$ cat src/rtl/sort_frame_ctrl.sv
// sort_frame_ctrl
//   Sequencer around a 4-input, 8-bit combinational sorter. It collects four
//   serial words into a frame, presents the frame to the sorter, and after
//   SORT_WAIT cycles captures the sorted result. It then replays the result
//   serially, smallest first, and flags the fourth word with out_last.
//
// Parameters
//   SORT_WAIT  cycles spent in SORT before sampling the sorter (1..15)
//   CNT_W      width of the completed-frame counter
//
// Ports
//   clk, rst_n                 clock, synchronous active-low reset
//   in_valid/in_ready/in_data  serial input words (valid/ready)
//   sort_in1..4                frame words 0..3 driven to the sorter
//   sort_out1..4               sorted words from the sorter, ascending
//   out_valid/out_ready        serial output words (valid/ready)
//   out_data/out_last          output word, last-word-of-frame marker
//   busy                       high while sorting or draining
//   frame_cnt                  number of fully drained frames (wraps)
module sort_frame_ctrl #(
  parameter int SORT_WAIT = 1,
  parameter int CNT_W     = 16
) (
  input  logic             clk,
  input  logic             rst_n,
  input  logic             in_valid,
  output logic             in_ready,
  input  logic [7:0]       in_data,
  output logic [7:0]       sort_in1,
  output logic [7:0]       sort_in2,
  output logic [7:0]       sort_in3,
  output logic [7:0]       sort_in4,
  input  logic [7:0]       sort_out1,
  input  logic [7:0]       sort_out2,
  input  logic [7:0]       sort_out3,
  input  logic [7:0]       sort_out4,
  output logic             out_valid,
  input  logic             out_ready,
  output logic [7:0]       out_data,
  output logic             out_last,
  output logic             busy,
  output logic [CNT_W-1:0] frame_cnt
);

  typedef enum logic [1:0] {
    LOAD  = 2'd0,
    SORT  = 2'd1,
    DRAIN = 2'd2
  } state_t;

  // Counter reload value: SORT_WAIT-1 makes SORT last exactly SORT_WAIT cycles.
  localparam logic [3:0] WAIT_INIT = 4'(SORT_WAIT - 1);

  state_t           state_q, state_d;
  logic [1:0]       load_idx_q, load_idx_d;
  logic [3:0]       wait_q, wait_d;
  logic [1:0]       drain_idx_q, drain_idx_d;
  logic [CNT_W-1:0] frame_cnt_q, frame_cnt_d;
  logic [7:0]       sin_q [4];
  logic [7:0]       sin_d [4];
  logic [7:0]       res_q [4];
  logic [7:0]       res_d [4];

  always_comb begin
    state_d     = state_q;
    load_idx_d  = load_idx_q;
    wait_d      = wait_q;
    drain_idx_d = drain_idx_q;
    frame_cnt_d = frame_cnt_q;
    for (int i = 0; i < 4; i++) begin
      sin_d[i] = sin_q[i];
      res_d[i] = res_q[i];
    end
    in_ready  = 1'b0;
    out_valid = 1'b0;
    out_data  = 8'd0;
    out_last  = 1'b0;
    busy      = 1'b0;

    case (state_q)
      LOAD: begin
        in_ready = 1'b1;
        if (in_valid) begin
          sin_d[load_idx_q] = in_data;
          if (load_idx_q == 2'd3) begin
            state_d    = SORT;
            load_idx_d = 2'd0;
            wait_d     = WAIT_INIT;
          end else begin
            load_idx_d = load_idx_q + 2'd1;
          end
        end
      end

      SORT: begin
        busy = 1'b1;
        // The sorter has had SORT_WAIT cycles to settle on the held frame.
        if (wait_q == 4'd0) begin
          res_d[0] = sort_out1;
          res_d[1] = sort_out2;
          res_d[2] = sort_out3;
          res_d[3] = sort_out4;
          state_d  = DRAIN;
        end else begin
          wait_d = wait_q - 4'd1;
        end
      end

      DRAIN: begin
        busy      = 1'b1;
        out_valid = 1'b1;
        out_data  = res_q[drain_idx_q];
        out_last  = (drain_idx_q == 2'd3);
        if (out_ready) begin
          if (drain_idx_q == 2'd3) begin
            state_d     = LOAD;
            drain_idx_d = 2'd0;
            frame_cnt_d = frame_cnt_q + CNT_W'(1);
          end else begin
            drain_idx_d = drain_idx_q + 2'd1;
          end
        end
      end

      default: begin
        state_d = LOAD;
      end
    endcase
  end

  // Control state and the sorter input registers are cleared by reset so a
  // partial frame never leaks into the next one.
  always_ff @(posedge clk) begin
    if (!rst_n) begin
      state_q     <= LOAD;
      load_idx_q  <= 2'd0;
      wait_q      <= 4'd0;
      drain_idx_q <= 2'd0;
      frame_cnt_q <= '0;
      for (int i = 0; i < 4; i++) sin_q[i] <= 8'd0;
    end else begin
      state_q     <= state_d;
      load_idx_q  <= load_idx_d;
      wait_q      <= wait_d;
      drain_idx_q <= drain_idx_d;
      frame_cnt_q <= frame_cnt_d;
      for (int i = 0; i < 4; i++) sin_q[i] <= sin_d[i];
    end
  end

  // Result words are only observable in DRAIN, which is always entered
  // through a capture, so they need no reset.
  always_ff @(posedge clk) begin
    for (int i = 0; i < 4; i++) res_q[i] <= res_d[i];
  end

  assign sort_in1  = sin_q[0];
  assign sort_in2  = sin_q[1];
  assign sort_in3  = sin_q[2];
  assign sort_in4  = sin_q[3];
  assign frame_cnt = frame_cnt_q;

endmodule

$ cat config.mk
export PLATFORM = sky130hd
export DESIGN_NAME = sort_frame_ctrl
export DESIGN_NICKNAME = d
export VERILOG_FILES = /design/src/rtl/sort_frame_ctrl.sv
export SDC_FILE = /design/constraint.sdc
export NUM_CORES = 1
export LEC_CHECK = 0
export ABC_CLOCK_PERIOD_IN_PS = 2840
export CAP_MARGIN = 20
export CELL_PAD_IN_SITES_DETAIL_PLACEMENT = 1
export CELL_PAD_IN_SITES_GLOBAL_PLACEMENT = 1
export CORE_AREA = 3 3 103 105
export CTS_CLUSTER_SIZE = 40
export DETAILED_ROUTE_END_ITERATION = 7
export DIE_AREA = 0 0 106 108
export PLACE_DENSITY_LB_ADDON = 0.1
export SKIP_CTS_REPAIR_TIMING = 1
export SLEW_MARGIN = 0
export SYNTH_ARGS = -nofsm -noshare
export SYNTH_HDL_FRONTEND = slang
export SYNTH_SLANG_ARGS = --single-unit
$ cat constraint.sdc
create_clock -name clk -period 2.84 [get_ports clk]
set_input_delay 0.284 -clock clk [delete_from_list [all_inputs] [get_ports clk]]
set_output_delay 0.284 -clock clk [all_outputs]
set_load 0.1 [all_outputs]
==> impl_results.md, run 1 <==
- Status: finished clean
- Library cells used by synthesis: 36
- Area of the multi-input gates: 1440 sq um
- Largest net degree at the start of global routing: 36
- Gate Count Post-Synth: 351
- Post-synth EDFFs: 32
- Max VDD drop: 0.000797 V
- Routed vias: 2963
- Post-synthesis sequential area ratio: 58.4%
- All-layer global routing usage: 17.0%
- Main synth FF type: dfxtp_1
- Post-route ant nets: 0
- CTS root buf: clkbuf_8
- Syn Nets: 406
- Max-Cap Viols: 0
- Largest area contributor in the netlist: dfxtp_1
- Wire per inst: 16.2 microns
- Clock latency on the worst-skew pair: 340 ps
- Synth Warn #: 0
- First-pass GRT wire length: 15.3 mm
- Sw frac: 42.7%
- Core footprint: 9730 sq um
- Share of layout cells above drive strength 1: 20.4%
- PortBufs: 103
- FF+latch count, synth: 92
- Mapped cell area: 3700 sq um
- Total detailed-routing wirelength: 9.61 mm
- Type of the worst min-delay path: reg2reg
- Setup TNS: 0 ps
- Critical R2R Launch: frame_cnt[0]
- Die Width: 106 microns
- Num rows: 36
- Worst Path Required: 2560 ps
- HP Start: sin_q[1][0]
- Worst setup SP type: register
- DR vias/cell: 5.00
- Reg2reg setup slack: 950 ps
- Synth top cells by count: dfxtp_1, nand2_1, a21oi_1, edfxtp_1, nand3_1
- FILL cells: 1083
- Crit. End Element: output port
- Starting DRC count in detailed routing: 76
- Worst reg2reg path depth: 5
- Vias in the first global route: 2949
- Diodes inserted: 0
- Worst slew margin: 63.6%
- Hold EP: sin_q[1][0]
- Hold Vio Cnt, Final: 0
- Min cycle time layout: 2270 ps
- Initial Utilization: 38.1%
- Portion of total power attributed to the clock network: 19.6%
- Asr flop ratio synth: 0%
- Io pins: 104
- Clock sinks: 92
- CTS tree: built
- Final nets: 510
- # H-tree levels: 3
- Drt pass-1 iters: 4
- Net Switching: 1.81 mW
- # setup viols final: 0
- GPL Wtd Cong: 0.745
- Crit path DAT: 1980 ps
- RSZ-0062 raised after global routing: no
- HPWL after detailed placement: 7.11 mm
- DIE HEIGHT: 108 microns
- WS Path Type: reg2out
- Area contributors post-synth: dfxtp_1, edfxtp_1, a21oi_1
- Grt ovf: 0
- Syn Area/Cell: 10.6 sq um
- PwrDens: 862 nW/um^2
- Non-filler cells, final: 593
- Most numerous cell in the Yosys netlist: dfxtp_1
- Worst Hold Path Cells: 2
- Cell Int Power: 2.43 mW
- Reg power frac: 39.3%
- Worst Path Max Fanout: 8
- Leak pwr: 1.80 nW
- Yosys top cell area share: 32.4%
- Clock Skew: 11.6 ps
- Total die area: 11400 sq um
- Combinational group share of total power: 41.2%
- Register Area: 2160 sq um
- TritonCTS buffer count: 9
- DRC errors left: 0
- Initial antenna violation count: 0
- FF-to-FF End: frame_cnt[14]
- Peak Freq: 441 MHz
- Area delta synth->final: 32.9%
- Slew @ Worst Pin: 545 ps
- Clock slew at reported path FFs: 80 ps
- Slew Limit Fails: 0
- Final period util: 79.8%
- Dpl cells: 577
- CTS max path bufs: 2
- Pwr Total: 4.24 mW
-- critical path, cell delays in order, from the launching register on --
cell and delay [ps]:
dfxtp_1 670, mux4_2 560, and2_1 180, buf_4 230
-- per-stage QoR --
| step | area [sq um] | hold slack [ps] | util (%) | setup WS [ps] |
|---|---|---|---|---|
| finish | 4920 | 459 | 50.6 | 574 |
| global route | 4920 | 469 | 50.6 | 442 |
| CTS | 4920 | 463 | 50.6 | 493 |
| detailed placement | 4740 | 450 | 48.7 | 762 |
| global placement | 4740 | 444 | 48.7 | 803 |
| floorplan | 3700 | 383 | - | 238 |
-- registers in the layout, indices dropped and copies added, names as in the netlist, named ones only --
name / flops
state_q: 2
sin_q: 32
frame_cnt: 16
wait_q: 4
drain_idx_q: 2
load_idx_q: 2
res_q: 32
-- power by group through the flow --
stage	sequential [mW]	combinational, mW	clock [mW]
2_1_floorplan	1.95	1.09	0
3_3_place_gp	1.69	1.74	0
3_5_place_dp	1.70	1.77	0
4_1_cts	1.67	1.77	0.863
5_1_grt	1.69	1.86	0.918
6_report	1.67	1.75	0.830
-- worst max-delay path by stage --
stage / slack, ps / start / to / depth (start not counted)
2_1_floorplan: 240 / state_q[0] / out_data[0] / 4
3_3_place_gp: 800 / out_ready / frame_cnt[14] / 5
3_5_place_dp: 760 / out_ready / frame_cnt[14] / 5
4_1_cts: 490 / register / out_data[2] / 3
5_1_grt: 440 / register / out_data[2] / 3
6_report: 570 / register / out_data[2] / 3
-- routing by layer --
metal	global-route usage (%)	vias up	wire, microns
met5	0	-	0
met4	5.46	0	121
met3	4.12	11	564
met2	27.6	73	4550
met1	22.6	1434	4380
li1	-	1445	-
-- logic make-up after synthesis --
group / count (synthesis) / synth area share (%)
adders and majority gates: 11 / 3.71
xor gates and xnor gates: 12 / 2.84
and+or+nand+nor: 147 / 19.3
muxes: 11 / 5.67
AOI/OAI and AO/OA: 52 / 7.50
DFF: 92 / 58.4
buffers and inverters: 26 / 2.67
-- layout make-up --
cell class / count / area share (%)
Timing Repair Buffer: 109 / 18.8
Multi-Input combinational cell: 233 / 29.3
Clock buffer: 12 / 3.18
Clock inverter: 4 / 0.610
Sequential cell: 92 / 43.9
Inverter: 10 / 0.763
Tap cell: 133 / 3.38
-- placed cells by master (no fill, tap or decap), drive strengths merged, types with 5 or more instances in the layout --
cell            n
clkdlybuf4s50  43
edfxtp         32
nor2           17
dfxtp          60
inv            12
nand3          31
buf            66
nor3            7
ha             11
mux4            8
a21oi          42
o21ai           5
or3             5
clkbuf         12
nand2          56
nand4           6
xnor2          11
and2           11
Note: power is estimated with default switching activity, not from simulation.
==> run 2: changes to the inputs <==
Settings changed: ABC_CLOCK_PERIOD_IN_PS 2840 to 1850, CORE_AREA 3 3 103 105 to 3 3 110 112, DIE_AREA 0 0 106 108 to 0 0 113 115.
Clock period 2.84 ns to 1.85 ns, I/O delays scaled along.
==> impl_results.md, run 2 (synthesis gave the netlist of run 1 again) <==
- Status: complete, but fails checks
- Failing checks: setup timing
- Clock Skew: 7.61 ps
- Vias in the first global route: 3011
- Final period util: 101%
- Initial Utilization: 32.7%
- Cell Int Power: 4.88 mW
- Worst Path Buf+Inv: 2
- Initial antenna violation count: 0
- Post-route ant nets: 0
- Worst path cell trace: buf_12, mux4_2, and2_4, buf_12
- Largest net degree at the start of global routing: 37
- # setup viols final: 5
- Total detailed-routing wirelength: 10.3 mm
- Most frequent cells in the layout: buf_4, nand2_1, dfxtp_1, clkdlybuf4s50_1, a21oi_1
- Leak pwr: 1.99 nW
- Routed vias: 3053
- CTS max path bufs: 2
- Peak Freq: 535 MHz
- Die Width: 113 microns
- Wire per inst: 16.8 microns
- Fin util: 47.9%
- Crit path max-delay family: multiplexers
- Grt ovf: 0
- Portion of total power attributed to the clock network: 26.9%
- Total die area: 13000 sq um
- DRC errors left: 0
- Leading cell type in the layout, fill and taps excluded: buf_4
- Crit-path most repeated cell: buf_12
- Final hold slack: 391 ps
- All-layer global routing usage: 16.0%
- Type of the worst min-delay path: in2reg
- Area delta synth->final: 46.4%
- Non-filler cells, final: 612
- CTS root buf: clkbuf_16
- Num rows: 39
- GPL Wtd Cong: 0.759
- First-pass GRT wire length: 16.1 mm
- Crit. End Element: output port
- Slew @ Worst Pin: 516 ps
- Sw frac: 38.2%
- TritonCTS buffer count: 9
- Core footprint: 11300 sq um
- Share of layout cells above drive strength 1: 27.9%
- Reg power frac: 32.3%
- Worst Path Max Fanout: 8
- Worst setup SP type: register
- Final nets: 519
- Diodes inserted: 0
- Hold Vio Cnt, Final: 0
- Slew Limit Fails: 0
- Io pins: 104
- Crit path DAT: 1690 ps
- Setup ws final: -20.5 ps
- WS Path Type: reg2out
- Net Switching: 3.01 mW
- Pwr Total: 7.89 mW
- Max VDD drop: 0.000690 V
- DIE HEIGHT: 115 microns
- Starting DRC count in detailed routing: 97
- Clock slew at reported path FFs: 70 ps
- Combinational group share of total power: 40.7%
- Critical Path Slowest Stage Cell: mux4_2
- Worst Path Required: 1660 ps
- PwrDens: 1450 nW/um^2
- CTS tree: built
- RSZ-0062 raised after global routing: yes
- Worst slew margin: 65.5%
- Fin area: 5430 sq um
- Max-Cap Viols: 0
- PortBufs: 103
- CP peak stage delay: 510 ps
- Drt pass-1 iters: 4
- Clock latency on the worst-skew pair: 350 ps
- Min cycle time layout: 1870 ps
- DR vias/cell: 4.99
- # H-tree levels: 3
- Dpl cells: 595
- Clock sinks: 92
- HPWL after detailed placement: 7.25 mm
- Placed cell areas: 5050 sq um
run 2: cell types whose count changed in the layout (fill, tap and decap cells not counted), moves of 3 or more:
| cell | delta |
|---|---|
| clkbuf_8 | -9 |
| and2_4 | +8 |
| buf_12 | +15 |
| and2_1 | -9 |
| bufinv_16 | +3 |
| clkbuf_16 | +8 |
| buf_4 | -6 |
| dfxtp_2 | +10 |
| dfxtp_1 | -12 |
run 2: through the flow:
step,setup TNS [ps],setup WS [ps]
floorplan,-243,-122
global placement,0,2.86
detailed placement,-33.1,-17.3
CTS,-809,-123
global route,-521,-83.8
finish,-45.8,-20.5
run 2: power by group through the flow:
stage	clock, mW	combinational, mW	sequential, mW
after global placement	0	3.16	2.58
after detailed placement	0	3.19	2.60
after global routing	2.27	3.40	2.58
after floorplan	0	1.79	2.99
after CTS	2.18	3.20	2.56
final	2.12	3.21	2.55
run 2: routing by layer:
| metal | up-vias | routed length, microns | global-route usage (%) |
|---|---|---|---|
| met5 | - | 0 | 0 |
| li1 | 1468 | - | - |
| met1 | 1491 | 4520 | 20.0 |
| met4 | 0 | 138 | 5.53 |
| met3 | 11 | 657 | 5.00 |
| met2 | 83 | 4940 | 26.5 |
run 2: final timing paths:
kind,start,to,slack [ps],cells past startpoint
setup / recovery,register,out_data[1],-20,4
hold / removal,sort_out3[2],res_q[2][2],390,1
setup reg to reg,wait_q[0],state_q[0],120,6
hold reg to reg,sin_q[1][2],sin_q[1][2],450,2
run 2: final cells by class:
| type | count | area, sq um |
|---|---|---|
| fill | 1247 | 5900 |
| sequential | 92 | 2180 |
| multi-input combinational | 233 | 1500 |
| timing repair buffer | 118 | 1180 |
| clock buffer | 10 | 229 |
| tap | 143 | 179 |
| clock inverter | 6 | 113 |
| inverter | 10 | 37.5 |
run 2: worst register-to-register path: cells and delay by family (launching register included):
kind	cells	cell delay, ps
adder cells (fa/ha/maj)	1	170
flip-flops	1	330
AND/OR/NAND/NOR	2	510
buffers and inverters	1	60
multiplexers	1	220
AO/OA/AOI/OAI	1	340
==> run 3: changes to the inputs <==
Settings changed: SKIP_LAST_GASP from default to 1.
==> results of run 3 <==
Same layout as run 2: the final DEF is identical, and so are final timing and power.
